## config.mk

```make
export PLATFORM = sky130hd
export DESIGN_NAME = ex_mem_elastic_reg_flat
export DESIGN_NICKNAME = d
export VERILOG_FILES = /design/src/rtl/ex_mem_elastic_reg_if.sv /design/src/rtl/ex_mem_elastic_reg.sv /design/src/flat_wrapper.sv
export SDC_FILE = /design/constraint.sdc
export NUM_CORES = 1
export LEC_CHECK = 0
export BUFFER_PORTS_ARGS = -buffer_cell sky130_fd_sc_hd__buf_4
export CORE_MARGIN = 1.5
export CORE_UTILIZATION = 36
export DETAILED_ROUTE_END_ITERATION = 7
export PLACE_DENSITY = 0.68
export SETUP_SLACK_MARGIN = 0.3
export SYNTH_ARGS = -nofsm -noshare
export SYNTH_HDL_FRONTEND = slang
export SYNTH_SLANG_ARGS = --single-unit
```

## constraint.sdc

```tcl
create_clock -name clk -period 3.3 [get_ports clk]
set_clock_uncertainty 0.15 [all_clocks]
set_input_delay 0.165 -clock clk [delete_from_list [all_inputs] [get_ports clk]]
set_output_delay 0.165 -clock clk [all_outputs]
set_load 0.01 [all_outputs]
```

## src/rtl/ex_mem_elastic_reg_if.sv

```systemverilog
// Handshake and payload bundle between the execute stage, the EX/MEM elastic
// register and the memory stage. The slave view belongs to the register itself.
interface ex_mem_elastic_reg_if #(
    parameter int DATA_W = 64,
    parameter int LANES  = 3,
    parameter int CTRL_W = 6,
    parameter int META_W = 11,
    parameter int KCNT_W = 8
);
    logic                    in_valid;
    logic                    in_ready;
    logic [CTRL_W-1:0]       in_ctrl;
    logic [META_W-1:0]       in_meta;
    logic [LANES*DATA_W-1:0] in_data;
    logic                    out_valid;
    logic                    out_ready;
    logic [CTRL_W-1:0]       out_ctrl;
    logic [META_W-1:0]       out_meta;
    logic [LANES*DATA_W-1:0] out_data;
    logic [1:0]              occupancy;
    logic [KCNT_W-1:0]       kill_cnt;

    modport slave (
        input  in_valid, in_ctrl, in_meta, in_data, out_ready,
        output in_ready, out_valid, out_ctrl, out_meta, out_data, occupancy, kill_cnt
    );

    modport master (
        output in_valid, in_ctrl, in_meta, in_data, out_ready,
        input  in_ready, out_valid, out_ctrl, out_meta, out_data, occupancy, kill_cnt
    );
endinterface

```

## src/rtl/ex_mem_elastic_reg.sv

```systemverilog
// EX/MEM pipeline register with valid/ready handshake, two-entry skid storage,
// flush with a saturating kill counter, and control bits zeroed on bubbles.
module ex_mem_elastic_reg #(
    parameter int DATA_W = 64,
    parameter int LANES  = 3,
    parameter int CTRL_W = 6,
    parameter int META_W = 11,
    parameter int KCNT_W = 8
) (
    input logic                  clk,
    input logic                  reset,
    input logic                  flush,
    ex_mem_elastic_reg_if.slave  bus
);
    typedef enum logic [1:0] {
        EMPTY = 2'd0,
        ONE   = 2'd1,
        FULL  = 2'd2
    } state_t;

    typedef struct packed {
        logic [CTRL_W-1:0]       ctrl;
        logic [META_W-1:0]       meta;
        logic [LANES*DATA_W-1:0] data;
    } entry_t;

    localparam logic [KCNT_W+1:0] KILL_MAX_WIDE = {2'b00, {KCNT_W{1'b1}}};

    state_t            state_q, state_d;
    entry_t            main_q, main_d;
    entry_t            skid_q, skid_d;
    entry_t            in_entry;
    logic [KCNT_W-1:0] kill_q, kill_d;
    logic [KCNT_W+1:0] kill_sum;
    logic              in_ready;
    logic              out_valid;
    logic              acc;
    logic              pop;

    assign in_entry  = {bus.in_ctrl, bus.in_meta, bus.in_data};

    // Readiness depends on registered state only, so out_ready never reaches in_ready.
    assign in_ready  = (state_q != FULL) && !reset;
    assign out_valid = (state_q != EMPTY);
    assign acc       = bus.in_valid && in_ready;
    assign pop       = out_valid && bus.out_ready;

    assign bus.in_ready  = in_ready;
    assign bus.out_valid = out_valid;
    assign bus.out_ctrl  = out_valid ? main_q.ctrl : '0;
    assign bus.out_meta  = main_q.meta;
    assign bus.out_data  = main_q.data;
    assign bus.occupancy = state_q;
    assign bus.kill_cnt  = kill_q;

    // Everything held (including an entry popped or accepted this cycle) is counted as killed.
    assign kill_sum = {2'b00, kill_q}
                    + {{KCNT_W{1'b0}}, state_q}
                    + {{(KCNT_W+1){1'b0}}, acc};

    always_comb begin
        state_d = state_q;
        main_d  = main_q;
        skid_d  = skid_q;
        kill_d  = kill_q;
        if (flush) begin
            state_d = EMPTY;
            main_d  = '0;
            skid_d  = '0;
            kill_d  = (kill_sum > KILL_MAX_WIDE) ? {KCNT_W{1'b1}} : kill_sum[KCNT_W-1:0];
        end else begin
            case (state_q)
                EMPTY: begin
                    if (acc) begin
                        main_d  = in_entry;
                        state_d = ONE;
                    end
                end
                ONE: begin
                    if (acc && pop) begin
                        main_d = in_entry;
                    end else if (acc) begin
                        skid_d  = in_entry;
                        state_d = FULL;
                    end else if (pop) begin
                        state_d = EMPTY;
                    end
                end
                FULL: begin
                    if (pop) begin
                        main_d  = skid_q;
                        state_d = ONE;
                    end
                end
                default: state_d = EMPTY;
            endcase
        end
    end

    always_ff @(posedge clk) begin
        if (reset) begin
            state_q <= EMPTY;
            main_q  <= '0;
            skid_q  <= '0;
            kill_q  <= '0;
        end else begin
            state_q <= state_d;
            main_q  <= main_d;
            skid_q  <= skid_d;
            kill_q  <= kill_d;
        end
    end
endmodule

```

## src/flat_wrapper.sv

```systemverilog
// flat-port wrapper written by rule: the top's interface ports become plain ports
module ex_mem_elastic_reg_flat 
#(
    parameter int DATA_W = 64,
    parameter int LANES  = 3,
    parameter int CTRL_W = 6,
    parameter int META_W = 11,
    parameter int KCNT_W = 8
)
  (clk, reset, flush, bus_in_valid, bus_in_ctrl, bus_in_meta, bus_in_data, bus_out_ready, bus_in_ready, bus_out_valid, bus_out_ctrl, bus_out_meta, bus_out_data, bus_occupancy, bus_kill_cnt);
  ex_mem_elastic_reg_if #(.DATA_W(DATA_W), .LANES(LANES), .CTRL_W(CTRL_W), .META_W(META_W), .KCNT_W(KCNT_W)) bus_i ();
  input logic clk;
  input logic reset;
  input logic flush;
  input wire logic [$bits(bus_i.in_valid)-1:0] bus_in_valid;
  input wire logic [$bits(bus_i.in_ctrl)-1:0] bus_in_ctrl;
  input wire logic [$bits(bus_i.in_meta)-1:0] bus_in_meta;
  input wire logic [$bits(bus_i.in_data)-1:0] bus_in_data;
  input wire logic [$bits(bus_i.out_ready)-1:0] bus_out_ready;
  output wire logic [$bits(bus_i.in_ready)-1:0] bus_in_ready;
  output wire logic [$bits(bus_i.out_valid)-1:0] bus_out_valid;
  output wire logic [$bits(bus_i.out_ctrl)-1:0] bus_out_ctrl;
  output wire logic [$bits(bus_i.out_meta)-1:0] bus_out_meta;
  output wire logic [$bits(bus_i.out_data)-1:0] bus_out_data;
  output wire logic [$bits(bus_i.occupancy)-1:0] bus_occupancy;
  output wire logic [$bits(bus_i.kill_cnt)-1:0] bus_kill_cnt;
  assign bus_i.in_valid = bus_in_valid;
  assign bus_i.in_ctrl = bus_in_ctrl;
  assign bus_i.in_meta = bus_in_meta;
  assign bus_i.in_data = bus_in_data;
  assign bus_i.out_ready = bus_out_ready;
  assign bus_in_ready = bus_i.in_ready;
  assign bus_out_valid = bus_i.out_valid;
  assign bus_out_ctrl = bus_i.out_ctrl;
  assign bus_out_meta = bus_i.out_meta;
  assign bus_out_data = bus_i.out_data;
  assign bus_occupancy = bus_i.occupancy;
  assign bus_kill_cnt = bus_i.kill_cnt;
  ex_mem_elastic_reg #(.DATA_W(DATA_W), .LANES(LANES), .CTRL_W(CTRL_W), .META_W(META_W), .KCNT_W(KCNT_W)) u_core (.clk(clk), .reset(reset), .flush(flush), .bus(bus_i));
endmodule
```

======== Yosys cells after proc, flatten, opt, wreduce, memory -nomap -nowiden ========
Index checks and enable logic that the tools add are counted.
word-level totals
  input port bits ......................... 214
  memories ................................ 0
  RAM bits ................................ 0
  bits in registers ....................... 428
  logic and storage cells ................. 44
  memory bits (read-only) ................. 0
  latch bits .............................. 0
operators by class
  shifts and indexed selects .............. 0
  bitwise operators ....................... 1
  magnitude comparators ................... 1
  add/sub/neg operators ................... 2
  reductions and logical operators ........ 12
  multipliers ............................. 0
  muxes and demuxes ....................... 12
  equal/unequal tests ..................... 8
  divide/modulo/power cells ............... 0
operators with widths
  operator                                                        count
  two-way mux 209 bit                                             3
  one-hot mux 209 bit (3 select lines)                            1
  adder 10 x 1 -> 10 bit                                          1
  greater-than comparator 10 x 8 -> 1 bit, second input constant  1
  two-way mux 2 bit                                               5
  adder 8 x 2 -> 9 bit                                            1
  two-way mux 8 bit                                               1
  AND reduction 4 bit                                             2
  two-way mux 6 bit                                               1
  inequality test 2 x 1 -> 1 bit, second input constant           3
  one-hot mux 2 bit (3 select lines)                              1
  logical AND 1 bit                                               4
  inequality test 2 bit, second input constant                    2
  inequality test 3 x 1 -> 1 bit, second input constant           1
  AND reduction 3 bit                                             1
  nonzero test 3 bit                                              1
  equality test 2 x 1 -> 1 bit, second input constant             1
  equality test 2 bit, second input constant                      1
  zero test 2 bit                                                 1
  nonzero test 2 bit                                              1
  OR reduction 2 bit                                              1
  zero test 1 bit                                                 1
  NOT 1 bit                                                       1

======== Depth between registers and ports, before layout ========
  depth after elaboration ................. 6
  depth in mapped cells ................... 13

======== Worst setup path after synthesis ========
OpenSTA, ideal clock, no wires.
  path type ............................... flip-flop to flip-flop
  start point ............................. register u_core.state_q[1] (netlist: u_core.bus.occupancy[1])
  end point ............................... register u_core.kill_q[4] (netlist: u_core.bus.kill_cnt[4])
  clock period less this slack ............ 2.729 ns
  data required time ...................... 3.064 ns
  stages on the path, launching flop included .. 14
  arrival ................................. 2.494 ns
  setup slack ............................. 0.571 ns
  cell sequence ........................... dfxtp_1 -> buf_2 -> nor2b_1 -> clkbuf_1 -> clkbuf_1 -> nor2_1 -> ha_1 -> ha_1 -> clkbuf_1 -> a21o_1 -> nand2_1 -> o21ai_0 -> xnor2_1 -> a211oi_1
between the ends
  word-level cells in the longest chain between the ends .. 6
  elaborated cells between the ends (all ways) .. 7
  those cells by class .................... add/sub (2); order compare (1); eq/ne (1); mux (1); reduce/logical (2)
ends and longest elaborated chain
  what                                                          RTL line                   text
  start: declaration                                            ex_mem_elastic_reg.sv:29   state_t state_q, state_d;
  start signal: assignment                                      ex_mem_elastic_reg.sv:107  state_q <= state_d;
  branches (longest 3 deep; another with adder 8 x 2 -> 9 bit)  -
  adder 10 x 1 -> 10 bit *                                      ex_mem_elastic_reg.sv:59   + {{(KCNT_W+1){1'b0}}, acc};
  greater-than comparator 10 x 8 -> 1 bit                       ex_mem_elastic_reg.sv:70   kill_d = (kill_sum > KILL_MAX_WIDE) ? {KCNT_W{1'b1}} : kill_sum[KCNT_W-1:0];
  two-way mux 8 bit *                                           ex_mem_elastic_reg.sv:70
  end signal: assignment                                        ex_mem_elastic_reg.sv:110  kill_q <= kill_d;
  end: declaration                                              ex_mem_elastic_reg.sv:33   logic [KCNT_W-1:0] kill_q, kill_d;
Mark *: on every way between the ends.
A chain may end at the register's enable or synchronous reset.

======== Worst setup path after layout ========
Same ends and word-level chain as after synthesis.

==> flow_summary_export.csv <==
group,metric,value,unit
cts,clock_sinks,428,
detailed_routing,ant_nets,0,
power,clockPowerShare,43.6,%
timing,max_freq,371,MHz
timing,fin_crit,2.70,ns
power,ir_drop,0.443,mV
cts,cts_buffer_depth,3,
logic_synthesis,yosys_warnings,0,
logic_synthesis,synth_seq_cells,428,
timing,max_slew_margin,56.0,%
logic_synthesis,postSynthCellCount,2385,
power,p_int,0.00886,W
logic_synthesis,netlist_top_cells_count,"nand2_1, dfxtp_1, nor2_1, a21oi_1, a311oi_1",
timing,maxSlewViolCount,0,
die,start_util,36.6,%
critical_path,crit_path_start_kind,"register",
cts,clk_latency,0.57,ns
logic_synthesis,synth.avg_cell_area,7.71,µm²
finish,drive_above_1_share,19.7,%
critical_path,timing.critical_path.cells,"nor2b_4 > nor2_1 > ha_1 > ha_1 > a21o_1 > nand2_1 > o21ai_0 > xnor2_1 > a211oi_1",
power,switchingPower,0.00279,W
run,maxCapViolCount,0,
global_routing,grt.overflow.total,0,
die,dieArea,0.0525,mm²
timing,worstMarginPinSlew,0.661,ns
finish,fin_nets,2933,
detailed_routing,num_vias,17200,
die,core,0.0503,mm²
placement,place_hpwl,32300,µm
logic_synthesis,syn_area,0.0184,mm²
logic_synthesis,netlist.area_leader.share,46.6,%
global_routing,antenna_found_initial,2,
cts,cts_root_buffer,"clkbuf_16",
critical_path,setup.worst_path.end_class,"register",
global_routing,grt_max_degree,129,
placement,io_buffers,434,
placement,gp_congestion,0.825,
power,comb_power_share,10.4,%
detailed_routing,viasPerCell,5.03,
power,swShare,23.9,%
detailed_routing,drc,0,
placement,post-place-ws,0.496,ns
cts,numCtsBuffers,46,
timing,fin_hold_ws,0.251,ns
placement,placed_cells,3124,
power,power_leakage,9.37,nW
logic_synthesis,synth_nets,2604,
global_routing,grt_usage,19.4,%
finish,layout.cells.non_filler,3418,
logic_synthesis,seq_area_frac_synth,46.6,%
critical_path,critical_path_class,"reg -> reg",
power,p_seq_share,46.0,%
die,die_h,229,µm
detailed_routing,wl_per_cell,15.6,µm
critical_path,cp_common_cell,"ha_1",
finish,area_growth,31.9,%
detailed_routing,drt_pass1_iterations,5,
die,rows,82,
timing,setup_tns,0,ns
die,io_pins,435,
cts,h-tree-depth,2,
die,die_x,229,µm
timing,layout_setup_ws,0.602,ns
logic_synthesis,async_flop_share,0,%
detailed_routing,routed_wl,53400,µm
outcome,status,"finished clean",
detailed_routing,drtIter0Drc,1177,
critical_path,required,3.64,ns
critical_path,slowest_delay,0.70,ns
power,finalPower,0.0116,W
finish,nFillCells,4646,
min_path,hold_path.class,"in -> reg",
global_routing,grt_pass1_vias,16400,
logic_synthesis,synth.most_common_cell,"nand2_1",
logic_synthesis,ys_types,44,
timing,period_share,81.8,%
timing,finalSetupViolCount,0,
global_routing,grt_pass1_wl,84700,µm
logic_synthesis,yosysTopAreaCell,"dfxtp_1",
critical_path,crit_fanout,13,
timing,rsz0062_at_grt,"false",
cts,cts_tree,"done",
logic_synthesis,synth_edf_count,0,
critical_path,arrival,3.04,ns
logic_synthesis,synth_ff_type,"dfxtp_1",
critical_path,cp_slowest_cell,"dfxtp_1",
cts,clk_pin_slew,0.06,ns
timing,hold_viol,0,
logic_synthesis,synth_area_leaders,"dfxtp_1, nand2_1, a311oi_1, buf_4, a21oi_1",
cts,postCtsSetupRepairBufs,0,
power,power_density,480,mW/mm²
## kinds of logic after synthesis
group | Yosys count | share of synthesized area, %
xor+xnor | 7 | 0.333
buf+inv | 400 | 12.8
mux | 2 | 0.109
fa+ha+maj | 5 | 0.381
flops | 428 | 46.6
compound gates | 447 | 16.9
simple gates | 1096 | 22.9
## power groups by stage
| stage | sequential (W) | clock (W) | combinational, W |
|---|---|---|---|
| after detailed placement | 0.00547 | 0 | 0.000993 |
| after global routing | 0.00537 | 0.00542 | 0.00132 |
| after CTS | 0.00536 | 0.00520 | 0.00120 |
| final | 0.00536 | 0.00508 | 0.00121 |
| after global placement | 0.00547 | 0 | 0.000976 |
| after floorplan | 0.00544 | 0 | 0.000604 |
## per-stage QoR
stage	utilization [%]	area, µm²
finish	48.3	24300
global route	48.3	24300
CTS	48.2	24300
detailed placement	41.1	20600
global placement	41.1	20600
floorplan	-	18400
## layout by cell type, fill, tap and decap left out, types with 4 or more instances in the layout
cell type      count
nand2_1          843
buf_4            446
dfxtp_1          428
nor2_1           223
dlygate4sd3_1    214
a21oi_1          213
a311oi_1         209
clkbuf_16         46
buf_12            18
clkbuf_1          12
clkbuf_8          11
a211oi_1           8
nor2b_1            6
xor2_1             4
nand3_1            4
ha_1               4
clkinv_2           4
## layer usage
layer  wire length (µm)  vias up  GRT usage, %  part of all wire [%]
met5                 17        -             0                 0.032
met4               1970        2          8.16                   3.7
met3               4040      143          5.19                   7.6
met2              25700      592          32.9                    48
met1              21600     8055          23.1                    41
li1                   -     8406             -                     -
## critical path: cells and delay by family, from the launching register on
kind	cells	cell delay, ns
and+or+nand+nor	3	0.47
xor gates and xnor gates	1	0.15
DFF	1	0.70
AOI/OAI and AO/OA	3	0.55
adders and majority gates	2	0.59
## registers in the layout, indices dropped and copies added (netlist names)
signal / count
u_core.main_q: 6
u_core.skid_q: 209
u_core.bus.out_data: 192
u_core.bus.kill_cnt: 8
u_core.bus.out_meta: 11
u_core.bus.occupancy: 2
## path summary, 6_finish.rpt
path	start	end	slack (ns)	cells after the start
worst min register to register	u_core.skid_q[148]	u_core.skid_q[148]	0.30	2
worst min-delay path	bus_in_data[134]	u_core.skid_q[134]	0.25	4
worst max-delay path	u_core.bus.occupancy[1]	u_core.bus.kill_cnt[4]	0.60	9
worst max register to register	u_core.bus.occupancy[1]	u_core.bus.kill_cnt[4]	0.60	9
## repair_timing
| action | in CTS | in global routing |
|---|---|---|
| endpoints found under the setup margin | 0 | 6 |
| hold buffers | 214 | 0 |
| resized for setup | 0 | 1 |
| endpoints found under the hold margin | 428 | 0 |
## cell type report
class	instances	area, µm²	share of cell area [%]
Antenna cell	1	2.50	0.0103
Clock buffer	69	1350	5.55
Clock inverter	10	123	0.505
Inverter	3	11.3	0.0464
Multi-Input combinational cell	1557	7520	31.0
Sequential cell	428	8570	35.3
Tap cell	672	841	3.47
Timing Repair Buffer	678	5850	24.1
(Power assumes the default switching activity.)
